==> src/rtl/lsu_pkg.sv <==
// Shared types and constants for the load/store unit: FSM states, func3
// encodings and default bus widths.
package lsu_pkg;

  localparam int LSU_ADDR_W = 32;
  localparam int LSU_DATA_W = 32;

  typedef enum logic [1:0] {
    IDLE = 2'd0,
    REQ  = 2'd1,
    WAIT = 2'd2,
    DONE = 2'd3
  } lsu_state_t;

  localparam logic [2:0] F3_B  = 3'b000;
  localparam logic [2:0] F3_H  = 3'b001;
  localparam logic [2:0] F3_W  = 3'b010;
  localparam logic [2:0] F3_BU = 3'b100;
  localparam logic [2:0] F3_HU = 3'b101;

endpackage

==> src/rtl/lsu_align.sv <==
// Combinational formatting for the LSU: store byte enables and lane
// replication, load lane extraction with extension, and the legality check.
module lsu_align
  import lsu_pkg::*;
#(
  parameter int DATA_W = LSU_DATA_W
) (
  input  logic [2:0]        i_func3,
  input  logic [1:0]        i_addr_lo,
  input  logic              i_is_store,
  input  logic [DATA_W-1:0] i_store_data,
  output logic [3:0]        o_be,
  output logic [DATA_W-1:0] o_wdata,
  output logic              o_fault,
  input  logic [2:0]        i_ld_func3,
  input  logic [1:0]        i_ld_addr_lo,
  input  logic [DATA_W-1:0] i_rdata,
  output logic [DATA_W-1:0] o_load_data
);

  logic [DATA_W-1:0] w_shifted;
  logic [7:0]        w_byte;
  logic [15:0]       w_half;

  // Unsigned variants are loads only; any unlisted func3 is illegal.
  always_comb begin
    o_fault = 1'b0;
    case (i_func3)
      F3_B:    o_fault = 1'b0;
      F3_H:    o_fault = i_addr_lo[0];
      F3_W:    o_fault = |i_addr_lo;
      F3_BU:   o_fault = i_is_store;
      F3_HU:   o_fault = i_is_store | i_addr_lo[0];
      default: o_fault = 1'b1;
    endcase
  end

  always_comb begin
    o_be    = 4'b1111;
    o_wdata = i_store_data;
    case (i_func3[1:0])
      2'b00: begin
        o_be    = 4'b0001 << i_addr_lo;
        o_wdata = {4{i_store_data[7:0]}};
      end
      2'b01: begin
        o_be    = 4'b0011 << {i_addr_lo[1], 1'b0};
        o_wdata = {2{i_store_data[15:0]}};
      end
      default: begin
        o_be    = 4'b1111;
        o_wdata = i_store_data;
      end
    endcase
  end

  assign w_shifted = i_rdata >> {i_ld_addr_lo, 3'b000};
  assign w_byte    = w_shifted[7:0];
  assign w_half    = i_ld_addr_lo[1] ? i_rdata[31:16] : i_rdata[15:0];

  always_comb begin
    o_load_data = i_rdata;
    case (i_ld_func3)
      F3_B:    o_load_data = {{24{w_byte[7]}}, w_byte};
      F3_H:    o_load_data = {{16{w_half[15]}}, w_half};
      F3_BU:   o_load_data = {24'd0, w_byte};
      F3_HU:   o_load_data = {16'd0, w_half};
      default: o_load_data = i_rdata;
    endcase
  end

endmodule

==> src/rtl/load_store_unit.sv <==
// Data-memory access stage: request/grant/response FSM toward the data
// memory, with core stall and aligned load write-back.
module load_store_unit
  import lsu_pkg::*;
#(
  parameter int ADDR_W = LSU_ADDR_W,
  parameter int DATA_W = LSU_DATA_W
) (
  input  logic              clk_i,
  input  logic              rst_i,
  input  logic              DR_EN_i,
  input  logic              DWR_EN_i,
  input  logic [ADDR_W-1:0] address_i,
  input  logic [2:0]        func3_i,
  input  logic [DATA_W-1:0] store_data_i,
  input  logic [4:0]        rd_i,
  output logic              stall_o,
  output logic              load_valid_o,
  output logic [DATA_W-1:0] load_data_o,
  output logic [4:0]        load_rd_o,
  output logic              fault_o,
  output logic              mem_req_o,
  output logic              mem_we_o,
  output logic [ADDR_W-1:0] mem_addr_o,
  output logic [3:0]        mem_be_o,
  output logic [DATA_W-1:0] mem_wdata_o,
  input  logic              mem_gnt_i,
  input  logic              mem_rvalid_i,
  input  logic [DATA_W-1:0] mem_rdata_i
);

  lsu_state_t        r_state, w_state_next;
  logic [ADDR_W-1:0] r_addr;
  logic [3:0]        r_be;
  logic [DATA_W-1:0] r_wdata;
  logic              r_we;
  logic [4:0]        r_rd;
  logic [2:0]        r_func3;
  logic [1:0]        r_addr_lo;
  logic [DATA_W-1:0] r_load_data;
  logic [4:0]        r_load_rd;

  logic              w_accept;
  logic              w_fault;
  logic              w_bad_access;
  logic [3:0]        w_be;
  logic [DATA_W-1:0] w_wdata;
  logic [DATA_W-1:0] w_load_data;

  lsu_align #(.DATA_W(DATA_W)) u_align (
    .i_func3      (func3_i),
    .i_addr_lo    (address_i[1:0]),
    .i_is_store   (DWR_EN_i),
    .i_store_data (store_data_i),
    .o_be         (w_be),
    .o_wdata      (w_wdata),
    .o_fault      (w_bad_access),
    .i_ld_func3   (r_func3),
    .i_ld_addr_lo (r_addr_lo),
    .i_rdata      (mem_rdata_i),
    .o_load_data  (w_load_data)
  );

  // Decode enables are only looked at in IDLE; DONE still sees the
  // stalled instruction and must not take it a second time.
  always_comb begin
    w_state_next = r_state;
    w_accept     = 1'b0;
    w_fault      = 1'b0;
    case (r_state)
      IDLE: begin
        if (DR_EN_i && DWR_EN_i) begin
          w_fault = 1'b1;
        end else if (DR_EN_i || DWR_EN_i) begin
          if (w_bad_access) begin
            w_fault = 1'b1;
          end else begin
            w_accept     = 1'b1;
            w_state_next = REQ;
          end
        end
      end
      REQ:     if (mem_gnt_i) w_state_next = r_we ? DONE : WAIT;
      WAIT:    if (mem_rvalid_i) w_state_next = DONE;
      DONE:    w_state_next = IDLE;
      default: w_state_next = IDLE;
    endcase
  end

  always_ff @(posedge clk_i) begin
    if (rst_i) begin
      r_state     <= IDLE;
      r_addr      <= '0;
      r_be        <= '0;
      r_wdata     <= '0;
      r_we        <= 1'b0;
      r_rd        <= '0;
      r_func3     <= '0;
      r_addr_lo   <= '0;
      r_load_data <= '0;
      r_load_rd   <= '0;
    end else begin
      r_state <= w_state_next;
      if (w_accept) begin
        r_addr    <= {address_i[ADDR_W-1:2], 2'b00};
        r_be      <= w_be;
        r_wdata   <= w_wdata;
        r_we      <= DWR_EN_i;
        r_rd      <= rd_i;
        r_func3   <= func3_i;
        r_addr_lo <= address_i[1:0];
      end
      if (r_state == WAIT && mem_rvalid_i) begin
        r_load_data <= w_load_data;
        r_load_rd   <= r_rd;
      end
    end
  end

  assign stall_o      = w_accept | (r_state == REQ) | (r_state == WAIT);
  assign fault_o      = w_fault;
  assign load_valid_o = (r_state == DONE) & ~r_we;
  assign load_data_o  = r_load_data;
  assign load_rd_o    = r_load_rd;
  assign mem_req_o    = (r_state == REQ);
  assign mem_we_o     = r_we;
  assign mem_addr_o   = r_addr;
  assign mem_be_o     = r_be;
  assign mem_wdata_o  = r_wdata;

endmodule
==> config.mk <==
export PLATFORM = sky130hd
export DESIGN_NAME = load_store_unit
export DESIGN_NICKNAME = d
export VERILOG_FILES = /design/src/rtl/lsu_pkg.sv /design/src/rtl/lsu_align.sv /design/src/rtl/load_store_unit.sv
export SDC_FILE = /design/constraint.sdc
export NUM_CORES = 1
export LEC_CHECK = 0
export ABC_AREA = 1
export BUFFER_PORTS_ARGS = -buffer_cell sky130_fd_sc_hd__buf_2
export CORE_MARGIN = 10
export CORE_UTILIZATION = 49
export DETAILED_ROUTE_END_ITERATION = 10
export GPL_TIMING_DRIVEN = 0
export PLACE_DENSITY = 0.92
export RECOVER_POWER = 25
export REMOVE_ABC_BUFFERS = 1
export SYNTH_ARGS = -nofsm -noshare
export SYNTH_HDL_FRONTEND = slang
export SYNTH_SLANG_ARGS = --single-unit
==> constraint.sdc <==
create_clock -name clk_i -period 1.6 [get_ports clk_i]
set_input_delay 0.24 -clock clk_i [delete_from_list [all_inputs] [get_ports clk_i]]
set_output_delay 0.24 -clock clk_i [all_outputs]
set_load 0.1 [all_outputs]
==> summary.md, run 1 <==
| Metric | Value |
|---|---|
| Leakage power summed over all cells | between 4 and 5 nW |
| Post-synth top flop | dfxtp_1 |
| Area share of the largest cell type after synthesis | between 40% and 50% |
| Worst R2R Path Depth | 10 |
| Combined area of the multi-input logic cells | 3027 um2 |
| Initial core utilization | 50.03% |
| Number of vias per cell | 5.569 |
| Core box area | roughly 11000 um2 |
| Number of max-cap violations | 0 |
| Proportion of layout cells with a drive suffix above 1 | between 30% and 40% |
| Endpoint required time on the critical path | just under 2 ns |
| Max Root-Sink Buffers | 2 |
| Clock latency reported for the late side of the worst-skew pair | ~0.52 ns |
| Critical path startpoint | r_state[1] |
| Routed length per placed instance | approximately 20 um |
| Post-Syn Area per Cell | approximately 6.7 um2 |
| Part of the cycle the worst path needs | 120.3% |
| TritonCTS clock tree | yes |
| Top post-synthesis cells by count | nand2_1 (186), nor2_1 (153), o21ai_0 (130) |
| Sequential area share after synthesis | approximately 43% |
| Post-route setup TNS | -11.93 ns |
| Clock tree root driver cell | clkbuf_8 |
| Nets | between 1k and 1.5k |
| Asr flop ratio synth | 0% |
| Initial antenna violation count | 3 |
| Number of enable flip-flop cells after synthesis | 0 |
| Post-synth design cell area | approximately 5400 um2 |
| Final critical-path required period | ~1.9 ns |
| Total power | 15.01 mW |
| Vias post-DR | between 6k and 7k |
| Area occupied by registers | ~2300 um2 |
| Setup slack on the worst flop-to-flop path | -0.32 ns |
| Number of antenna-violating nets in the routed design | 0 |
| Total number of yosys warnings | 0 |
| Setup Viol. Count Final | 85 |
| Launching point of the worst reg2reg path | r_state[1] |
| Cells on Worst Hold Path | 3 |
| Seq cells post-synth | 116 |
| Cells traversed along the worst timing path | inv_4 > ha_4 > o21ai_4 > nor2_4 > buf_4 > buf_6 > buf_12 > nand2_4 > o21ai_0 > nor2_1 |
| Critical path arrival | approximately 2.3 ns |
| Area of the die | ~16000 um2 |
| DRC marker count from the first detailed-route iteration | ~1000 |
| Slew Limit Fails | 0 |
| Run status | complete, but fails checks |
| HPWL reported at the end of detailed placement | between 10000 and 15000 um |
| Row cnt | 38 |
| Largest driver fanout on the critical path | 20 |
| Pin count of the biggest net entering global routing | 76 |
| Leftover overflow at the end of global routing | 0 |
| Actual transition at the worst max-transition pin | slightly above 0.7 ns |
| Gp weighted congestion | between 0.9 and 1 |
| IR drop worst, VDD | about 0.0015 V |
| Height of the chip | 125.2 um |
| Area leader, netlist | dfxtp_1 |
| Stage delay of the slowest cell on the critical path | around 0.37 ns |
| RSZ-0062 raised after global routing | yes |
| Worst min path class | in -> reg |
| Area after detailed placement | 6440 um2 |
| Clock slew seen by the registers of the worst setup and hold paths | 0.06 ns |
| Highest achievable clock rate | between 0.5 and 0.6 GHz |
| Fill cells | about 730 |
| Slowest library cell on the worst path | dfxtp_4 |
| Final hold violations | 0 |
| Final worst setup slack | -0.3248 ns |
| Relative slew margins | about 52% |
| Hold path startpoint | func3_i[2] |
| Most frequently used cell type in the post-synthesis netlist | nand2_1 |
| Endpoint type of the worst setup path | flop |
| Number of buffers created by CTS | 17 |
| Clk sinks | 116 |
| Critical R2R Capture | mem_wdata_o[9] |
| H-tree levels | 4 |
| First-pass DRT Iterations | 9 |
| Wire length of the first global-routing pass | roughly 32000 um |
| Main area contributors after synthesis | dfxtp_1 (43%), nand2_1 (13%), o21ai_0 (12%) |
| Violations in the final reports | setup timing |
| Element type at the critical path start | flop |
| Chip Width | 125.2 um |
| Number of input and output port buffers inserted | roughly 220 |
| Area of all placed cells without fillers | about 8400 um2 |
| Number of remaining DRC errors | 0 |
| Total length of routed wires | 24710 um |
| Number of ports placed on the die boundary | 220 |
| Power Density | about 1800 nW/um2 |
| Gate Count Post-Synth | slightly above 800 |
| Largest clock skew in the final design | approximately 0.014 ns |
| Endpoint of the worst hold path | r_func3[2] |
| Category of the most critical setup path | reg -> reg |
| Area added between synthesis and finish | 54.26% |
| Unique masters post-synth | 25 |
| Via count of the first global-routing pass | about 5.9k |
| Overall track demand over capacity in global routing | ~24% |
## layout make-up
| class | instances | area share [%] |
|---|---|---|
| multi-input combinational | 589 | 36.17 |
| sequential | 116 | 27.95 |
| timing repair buffer | 264 | 20.83 |
| clock buffer | 17 | 4.950 |
| inverter | 54 | 2.826 |
| timing repair inverter | 12 | 2.737 |
| clock inverter | 15 | 2.348 |
| tap | 140 | 2.094 |
| antenna | 3 | 0.08973 |
## cells in the final DEF, fill, tap and decap left out, drive strengths merged, types with 7 or more instances in the layout
master and count:
dfxtp 116, clkinv 12, buf 223, nand3 18, nor2 156, a21o 7
clkbuf 26, o21ai 131, dlygate4sd3 32, nand2 205, a21oi 64, inv 64
## power breakdown
group | switching (mW) | total [mW] | internal (mW)
sequential | 0.398 | 3.81 | 3.41
combinational | 5.68 | 7.23 | 1.54
clock | 1.56 | 3.97 | 2.41
## flip-flops by register name (all words and copies together) (netlist names)
signal,flops
load_data_o,32
load_rd_o,5
mem_addr_o,30
mem_be_o,4
mem_wdata_o,32
mem_we_o,1
r_addr_lo,2
r_func3,3
r_rd,5
r_state,2
## per-layer routing
layer | part of all wire (%) | GRT usage (%) | wire length, um | vias up
met5 | 0 | 0 | 0 | -
met4 | 5.9 | 11.25 | 1450 | 0
met3 | 9.3 | 5.788 | 2305 | 126
met2 | 49 | 41.84 | 11990 | 506
met1 | 36 | 28.02 | 8969 | 3024
li1 | - | - | - | 3083
## worst max path at each step
| stage | endpoint | slack [ns] | cells past startpoint |
|---|---|---|---|
| CTS | stall_o | -0.28 | 7 |
| finish | mem_wdata_o[9] | -0.32 | 10 |
| global route | mem_addr_o[25] | -0.35 | 10 |
| detailed placement | r_func3[1] | -1.52 | 8 |
| floorplan | fault_o | -0.78 | 4 |
| global placement | r_func3[1] | -1.49 | 8 |
## per-stage QoR
step | worst slack (ns) | instances | hold WS, ns | util (%)
after floorplan | -0.7825 | 754 | 0.3024 | -
after global placement | -1.491 | 1111 | 0.4499 | 59.04
after detailed placement | -1.516 | 1113 | 0.4534 | 59.41
after CTS | -0.2780 | 1186 | 0.0007047 | 70.72
after global routing | -0.3480 | 1210 | 0.009355 | 77.18
final | -0.3248 | 1210 | 0.005784 | 77.18
## worst max-delay path: cells and delay by family, from the launching register on
kind / cells / cell delay (ns)
AO/OA/AOI/OAI: 2 / 0.34
flip-flops: 1 / 0.37
adder cells (fa/ha/maj): 1 / 0.16
buffers and inverters: 4 / 0.47
AND/OR/NAND/NOR: 3 / 0.44
## kinds of logic (layout without fill, tap and decap cells)
kind of cell    count (synthesis)  in the layout  synth area share [%]
simple gates                  375            380                 27.36
compound gates                203            203                 19.77
flops                         116            116                 42.81
buf+inv                       107            362                 9.066
fa+ha+maj                       4              4                0.9228
other cells                     1              5               0.06914
## what timing repair did
action,4_1_cts,5_1_grt
pin swaps,16,9
hold buffers,32,0
buffers inserted,5,6
resized for setup,69,145
endpoints found under the setup margin,119,118
endpoints found under the hold margin,32,0
gates cloned,4,15
No activity file was read; power rests on OpenSTA's default activity.
==> inputs of run 2 (changes only) <==
- CORE_UTILIZATION: 49 -> 50
- SYNTH_HIERARCHICAL: unset -> 1
==> run 2 against run 1 <==
  * The flow still finishes with violations (setup timing)
  * First-iteration DRC count is 8.1% higher
  * Combinational power is 19% lower
  * Via count is 7.3% higher
  * Register-to-register slack better by 0.07 ns
  * Hold slack better by 0.085 ns
  * Total power is 12% lower
  * Design area is 0.60% higher
  * Global-route usage is 2.9 points higher
  * Clock skew is 0.0043 ns lower
  * Critical path type is now reg -> out
  * Largest cell class unchanged
==> summary.md, run 2 <==
| Metric | Value |
|---|---|
| Max Root-Sink Buffers | 2 (unchanged) |
| Worst R2R Path Depth | 11 (+1) |
| Cells on Worst Hold Path | 3 (unchanged) |
| Post-Syn Area per Cell | 6.840 um2 (+1.6%) |
| Instance count after placement with tap cells included | 1147 (+3.1%) |
| Area leader, netlist | dfxtp_1 |
| Number of antenna-violating nets in the routed design | 0 (unchanged) |
| Gate Count Post-Synth | 864 (+7.2%) |
| Relative slew margins | 48.15% (-4.0 points) |
| Total length of routed wires | 24790 um (+0.32%) |
| Wire length of the first global-routing pass | 35830 um (+13%) |
| Most common cell after layout, fill and taps aside | nand2_1 |
| Setup Viol. Count Final | 78 (-8.2%) |
| Number of remaining DRC errors | 0 (unchanged) |
| Most frequently used cell type in the post-synthesis netlist | nand2_1 |
| Number of ports placed on the die boundary | 220 (unchanged) |
| Worst hold slack | 0.09112 ns (+0.08533 ns) |
| Initial antenna violation count | 2 (-1) |
| DRC marker count from the first detailed-route iteration | 1070 (+8.1%) |
| Launching point of the worst reg2reg path | r_state[1] |
| Slew Limit Fails | 0 (unchanged) |
| Largest driver fanout on the critical path | 4 (-80%) |
| Area of all placed cells without fillers | 8417 um2 (+0.60%) |
| Asr flop ratio synth | 0% (unchanged) |
| Clock slew seen by the registers of the worst setup and hold paths | 0.06 ns (about the same) |
| IR drop worst, VDD | 0.0009485 V (-38%) |
| Clock latency reported for the late side of the worst-skew pair | 0.42 ns (-0.10 ns) |
| Total number of yosys warnings | 6 (+6) |
| Final critical-path required period | 1.868 ns (-0.05703 ns) |
| Number of input and output port buffers inserted | 217 (unchanged) |
| Post-route setup TNS | -12.33 ns (-0.3969 ns) |
| Area share of the largest cell type after synthesis | 39.30% (-3.5 points) |
| First-pass DRT Iterations | 6 (-3) |
| Clk sinks | 116 (unchanged) |
| Setup slack on the worst flop-to-flop path | -0.25 ns (+0.07 ns) |
| Element type at the critical path start | flop |
| Violations in the final reports | setup timing |
| Via count of the first global-routing pass | 6755 (+14%) |
| Sequential area share after synthesis | 39.30% (-3.5 points) |
| Clock tree root driver cell | clkbuf_16 |
| Final worst setup slack | -0.2678 ns (+0.05704 ns) |
| Area added between synthesis and finish | 42.43% |
| Post-synth top flop | dfxtp_1 |
| RSZ-0062 raised after global routing | yes |
| Initial core utilization | 51.31% (+1.3 points) |
| H-tree levels | 4 (unchanged) |
| Category of the most critical setup path | reg -> out |
| Number of vias per cell | 5.901 (+6.0%) |
| Vias post-DR | 7229 (+7.3%) |
| Row cnt | 39 (+2.6%) |
| Top post-synthesis cells by count | nand2_1 (233), dfxtp_1 (116), nor2_1 (102) |
| Worst min path class | in -> reg |
| Core box area | 11520 um2 (+6.2%) |
| Actual transition at the worst max-transition pin | 0.7749 ns (+0.05767 ns) |
| Most frequent cells in the layout | nand2_1 (205), buf_2 (180), dfxtp_1 (111) |
| Seq cells post-synth | 116 (unchanged) |
| Height of the chip | 128.7 um (+2.8%) |
| Routed length per placed instance | 20.24 um (-0.91%) |
| Leftover overflow at the end of global routing | 0 (unchanged) |
| Critical R2R Capture | mem_wdata_o[31] |
| Number of max-cap violations | 0 (unchanged) |
| Unique masters post-synth | 30 (+20%) |
| Number of buffers created by CTS | 17 (unchanged) |
| Pin count of the biggest net entering global routing | 85 (+12%) |
| Chip Width | 128.7 um (+2.8%) |
| Highest achievable clock rate | 0.5354 GHz (+3.1%) |
| HPWL reported at the end of detailed placement | 13100 um (+7.9%) |
| Hold path startpoint | address_i[4] |
| TritonCTS clock tree | yes |
| Run status | complete, but fails checks |
| Main area contributors after synthesis | dfxtp_1 (39%), nand2_1 (15%), nand4_1 (8.0%) |
| Final non-filler cell total | 1225 (+1.2%) |
| Part of the cycle the worst path needs | 116.7% (-3.6 points) |
| Number of enable flip-flop cells after synthesis | 0 (unchanged) |
| Power Density | 1573 nW/um2 (-12%) |
| Post-synth design cell area | 5909 um2 (+9.0%) |
| Endpoint required time on the critical path | 1.36 ns (-0.63 ns) |
| Gp weighted congestion | 0.8833 (-2.0%) |
| Proportion of layout cells with a drive suffix above 1 | 36.02% (-0.63 points) |
| Largest clock skew in the final design | 0.009489 ns (-0.004298 ns) |
| Nets | 1181 (+1.1%) |
| Leakage power summed over all cells | 3.815 nW (-6.6%) |
| Endpoint type of the worst setup path | primary output |
| Critical path arrival | 1.63 ns (-0.69 ns) |
| Final hold violations | 0 (unchanged) |
| Overall track demand over capacity in global routing | 27.28% (+2.9 points) |
| Area of the die | 16570 um2 (+5.7%) |
| Endpoint of the worst hold path | mem_addr_o[4] |
| Area after detailed placement | 6743 um2 (+4.7%) |
==> run 2: logic make-up after synthesis <==
family | count (synthesis) | share of synthesized area (%)
AND/OR/NAND/NOR | 467 | 35.10
AO/OA/AOI/OAI | 153 | 13.53
buffers and inverters | 123 | 11.16
flip-flops | 116 | 39.30
adder cells (fa/ha/maj) | 4 | 0.8470
other | 1 | 0.06346
==> run 2: timing repair <==
action	CTS	global route
pin swaps	28	20
buffers inserted	24	6
hold buffers	0	0
gates cloned	16	2
gates resized for setup	106	60
endpoints found under the setup margin	120	120
==> run 2: how the worst max path moves through the flow <==
stage	from	to	slack, ns	depth (start not counted)
3_5_place_dp	func3_i[1]	stall_o	-1.99	7
2_1_floorplan	r_state[0]	stall_o	-2.37	6
5_1_grt	r_state[1]	stall_o	-0.32	7
6_report	r_state[1]	stall_o	-0.27	7
4_1_cts	r_state[1]	stall_o	-0.29	7
3_3_place_gp	func3_i[1]	stall_o	-3.36	7
==> run 2: critical path, cell delays in order, from the launching register on <==
cell     delay (ns)
dfxtp_4        0.36
inv_4          0.07
ha_4           0.18
inv_6          0.04
nor2_4         0.14
nand3_4        0.13
nand2_4        0.12
buf_12         0.17
==> run 2: final cells by class <==
class	count	area [um2]
Antenna cell	2	5.005
Clock buffer	19	432.9
Clock inverter	13	158.9
Fill cell	851	3099
Inverter	43	197.7
Multi-Input combinational cell	635	3413
Sequential cell	116	2338
Tap cell	143	178.9
Timing Repair Buffer	253	1684
Timing Repair inverter	1	7.507
==> run 2: power breakdown <==
part	leakage [nW]	internal (mW)	switching [mW]
clock network	0.283	2.44	1.40
registers	0.945	3.26	0.265
logic	2.59	1.46	4.41
total	3.82	7.16	6.08
==> run 2: layer usage <==
metal	vias up	wire length [um]	global-route usage, %
met3	95	3573	11.70
met5	-	0	0
li1	3285	-	-
met1	3275	8564	30.24
met2	574	11820	45.54
met4	0	825	10.57
==> run 2: stage by stage <==
step	power, mW	setup WS (ns)	utilization [%]
floorplan	7.286	-2.369	-
global placement	8.147	-3.364	58.14
detailed placement	8.237	-1.993	58.55
CTS	12.98	-0.2917	71.06
global route	13.66	-0.3181	73.07
finish	13.24	-0.2678	73.09
==> inputs of run 3 (changes only) <==
- CORE_ASPECT_RATIO: unset -> 1.4
==> run 3 against run 2 <==
  * The run still ends with setup timing left
  * Worst setup slack got worse by 0.060 ns
  * Clock skew about the same
  * Wire length fell by 6.0%
  * Non-clock buffer count decreased by 1
  * Critical endpoint unchanged
  * Largest power group unchanged
  * Highest routed layer unchanged
==> summary.md, run 3 (synthesized netlist as in run 2, its figures left out) <==
| Metric | Value |
|---|---|
| H-tree levels | 4 (unchanged) |
| Largest driver fanout on the critical path | 3 (-1) |
| Clock tree root driver cell | clkbuf_16 |
| Number of ports placed on the die boundary | 220 (unchanged) |
| Critical R2R Capture | mem_wdata_o[22] |
| Total length of routed wires | 23310 um (-6.0%) |
| Most frequent cells in the layout | nand2_1 (222), buf_2 (175), dfxtp_1 (111) |
| Chip Width | 111.9 um (-13%) |
| Violations in the final reports | setup timing |
| Area of the die | 16630 um2 (+0.37%) |
| Launching point of the worst reg2reg path | r_state[1] |
| Slowest library cell on the worst path | dfxtp_4 |
| Largest delay share family, worst path | buffers and inverters |
| Setup Viol. Count Final | 77 (-1.3%) |
| Routed length per placed instance | 19.09 um (-5.7%) |
| HPWL reported at the end of detailed placement | 12840 um (-2.0%) |
| Leftover overflow at the end of global routing | 0 (unchanged) |
| Power Density | 1613 nW/um2 (+2.5%) |
| Setup slack on the worst flop-to-flop path | -0.29 ns (-0.04 ns) |
| Largest clock skew in the final design | 0.009897 ns (+0.0004073 ns) |
| Fill cells | 886 (+4.1%) |
| Core box area | 11450 um2 (-0.54%) |
| Slew Limit Fails | 0 (unchanged) |
| Worst min path class | in -> reg |
| TritonCTS clock tree | yes |
| Clk sinks | 116 (unchanged) |
| Initial antenna violation count | 0 (-2) |
| Critical path arrival | 1.69 ns (+0.06 ns) |
| CP Depth | 8 (+1) |
| Part of the cycle the worst path needs | 120.5% (+3.8 points) |
| Number of antenna-violating nets in the routed design | 0 (unchanged) |
| Number of max-cap violations | 0 (unchanged) |
| Number of input and output port buffers inserted | 217 (unchanged) |
| Proportion of layout cells with a drive suffix above 1 | 32.87% (-3.1 points) |
| Dominant cell type by count on the critical path | inv_4 |
| First-pass DRT Iterations | 5 (-1) |
| Met2 routing resource usage after global routing | 40.89% (-4.7 points) |
| Clock latency reported for the late side of the worst-skew pair | 0.41 ns (about the same) |
| Endpoint required time on the critical path | 1.36 ns (about the same) |
| Instance count after placement with tap cells included | 1149 (+0.17%) |
| Initial core utilization | 51.59% (+0.28 points) |
| Element type at the critical path start | flop |
| RSZ-0062 raised after global routing | yes |
| Cells traversed along the worst timing path | inv_4 > ha_4 > inv_4 > nor2_4 > clkbuf_16 > nand3_4 > nand2_4 > buf_12 |
| Pre-CTS worst setup slack | -1.638 ns (+0.3547 ns) |
| Worst R2R Path Depth | 12 (+1) |
| Area after detailed placement | 6777 um2 (+0.50%) |
| Final non-filler cell total | 1221 (-0.33%) |
| Total power | 13.21 mW (-0.24%) |
| Critical path startpoint | r_state[1] |
| Run status | complete, but fails checks |
| Most common cell after layout, fill and taps aside | nand2_1 |
| Via count of the first global-routing pass | 6705 (-0.74%) |
| Nets | 1179 (-0.17%) |
| Highest achievable clock rate | 0.5187 GHz (-3.1%) |
| Max Root-Sink Buffers | 2 (unchanged) |
| Clock slew seen by the registers of the worst setup and hold paths | 0.06 ns (about the same) |
| Gp weighted congestion | 0.8157 (-7.7%) |
| Endpoint type of the worst setup path | primary output |
| Row cnt | 46 (+18%) |
| Number of vias per cell | 5.789 (-1.9%) |
| Met3 capacity usage during global routing | 8.857% (-2.8 points) |
| Stage delay of the slowest cell on the critical path | 0.36 ns (about the same) |
| Worst Path Buf+Inv | 4 (+1) |
| Routing layer with the top usage in global route | met2 |
| Actual transition at the worst max-transition pin | 0.7907 ns (+0.01587 ns) |
| Final critical-path required period | 1.928 ns (+0.06008 ns) |
| Category of the most critical setup path | reg -> out |
| Antenna cell count | 0 (-2) |
| Relative slew margins | 47.09% (-1.1 points) |
| Final hold violations | 0 (unchanged) |
| Area of all placed cells without fillers | 8190 um2 (-2.7%) |
| Number of buffers created by CTS | 17 (unchanged) |
| DRC marker count from the first detailed-route iteration | 562 (-47%) |
| Height of the chip | 148.6 um (+15%) |
| Vias post-DR | 7068 (-2.2%) |
| Number of remaining DRC errors | 0 (unchanged) |
| Leakage power summed over all cells | 3.781 nW (-0.89%) |
| Overall track demand over capacity in global routing | 24.29% (-3.0 points) |
| IR drop worst, VDD | 0.0008162 V (-14%) |
| Wire length of the first global-routing pass | 33510 um (-6.5%) |
| Area added between synthesis and finish | 38.60% |
| Pin count of the biggest net entering global routing | 82 (-3.5%) |
| Met1 Usage GRT | 25.93% (-4.3 points) |
| Endpoint of the worst setup timing path | stall_o |
| Final worst setup slack | -0.3279 ns (-0.06008 ns) |
==> run 3: cell type report <==
class                   instances  area, um2  share of cell area (%)
clock buffers                  21      460.4                   5.622
repair inverters                2      15.01                  0.1833
repair buffers                252       1647                   20.10
inverters                      43      202.7                   2.475
flip-flops and latches        116       2338                   28.55
well taps                     144      180.2                   2.200
clock inverters                10      155.1                   1.894
multi-input cells             633       3192                   38.97
==> run 3: tightest hold or removal path, stage by stage <==
cell and delay, ns:
buf_2 0.09, nand4_1 0.08, a21oi_1 0.05
==> run 3: worst min path at each step <==
stage | start | to | cells after the start
2_1_floorplan | rst_i | mem_addr_o[10] | 1
3_3_place_gp | mem_addr_o[15] | mem_addr_o[15] | 2
3_5_place_dp | mem_wdata_o[11] | mem_wdata_o[11] | 2
4_1_cts | address_i[30] | mem_addr_o[30] | 3
5_1_grt | address_i[4] | mem_addr_o[4] | 3
6_report | address_i[11] | mem_addr_o[11] | 3
==> run 3: metrics by stage <==
step / setup TNS [ns] / utilization [%] / hold slack (ns)
2_1_floorplan: -126.01 / - / 0.3091
3_3_place_gp: -275.13 / 58.47 / 0.4441
3_5_place_dp: -138.39 / 59.17 / 0.4490
4_1_cts: -19.69 / 67.62 / 0.1028
5_1_grt: -18.95 / 71.51 / 0.1055
6_report: -14.62 / 71.51 / 0.1055
==> run 3: metal layers <==
metal  part of all wire (%)  routed length, um
met1                     36               8322
met2                     48              11220
met4                    4.9               1150
met5                      0                  0
met3                     11               2610
==> run 3: power breakdown <==
| group | internal, mW | total, mW | switching [mW] |
|---|---|---|---|
| Combinational | 1.40 | 5.74 | 4.34 |
| Sequential | 3.26 | 3.49 | 0.231 |
| Clock | 2.67 | 3.98 | 1.31 |
==> run 3: timing repair <==
item,in CTS,in global routing
setup endpoints to repair,120,119
cloned,7,8
pin swaps,8,29
hold endpoints to repair,0,0
buffers inserted,14,12
resized for setup,45,53
hold buffers,0,0
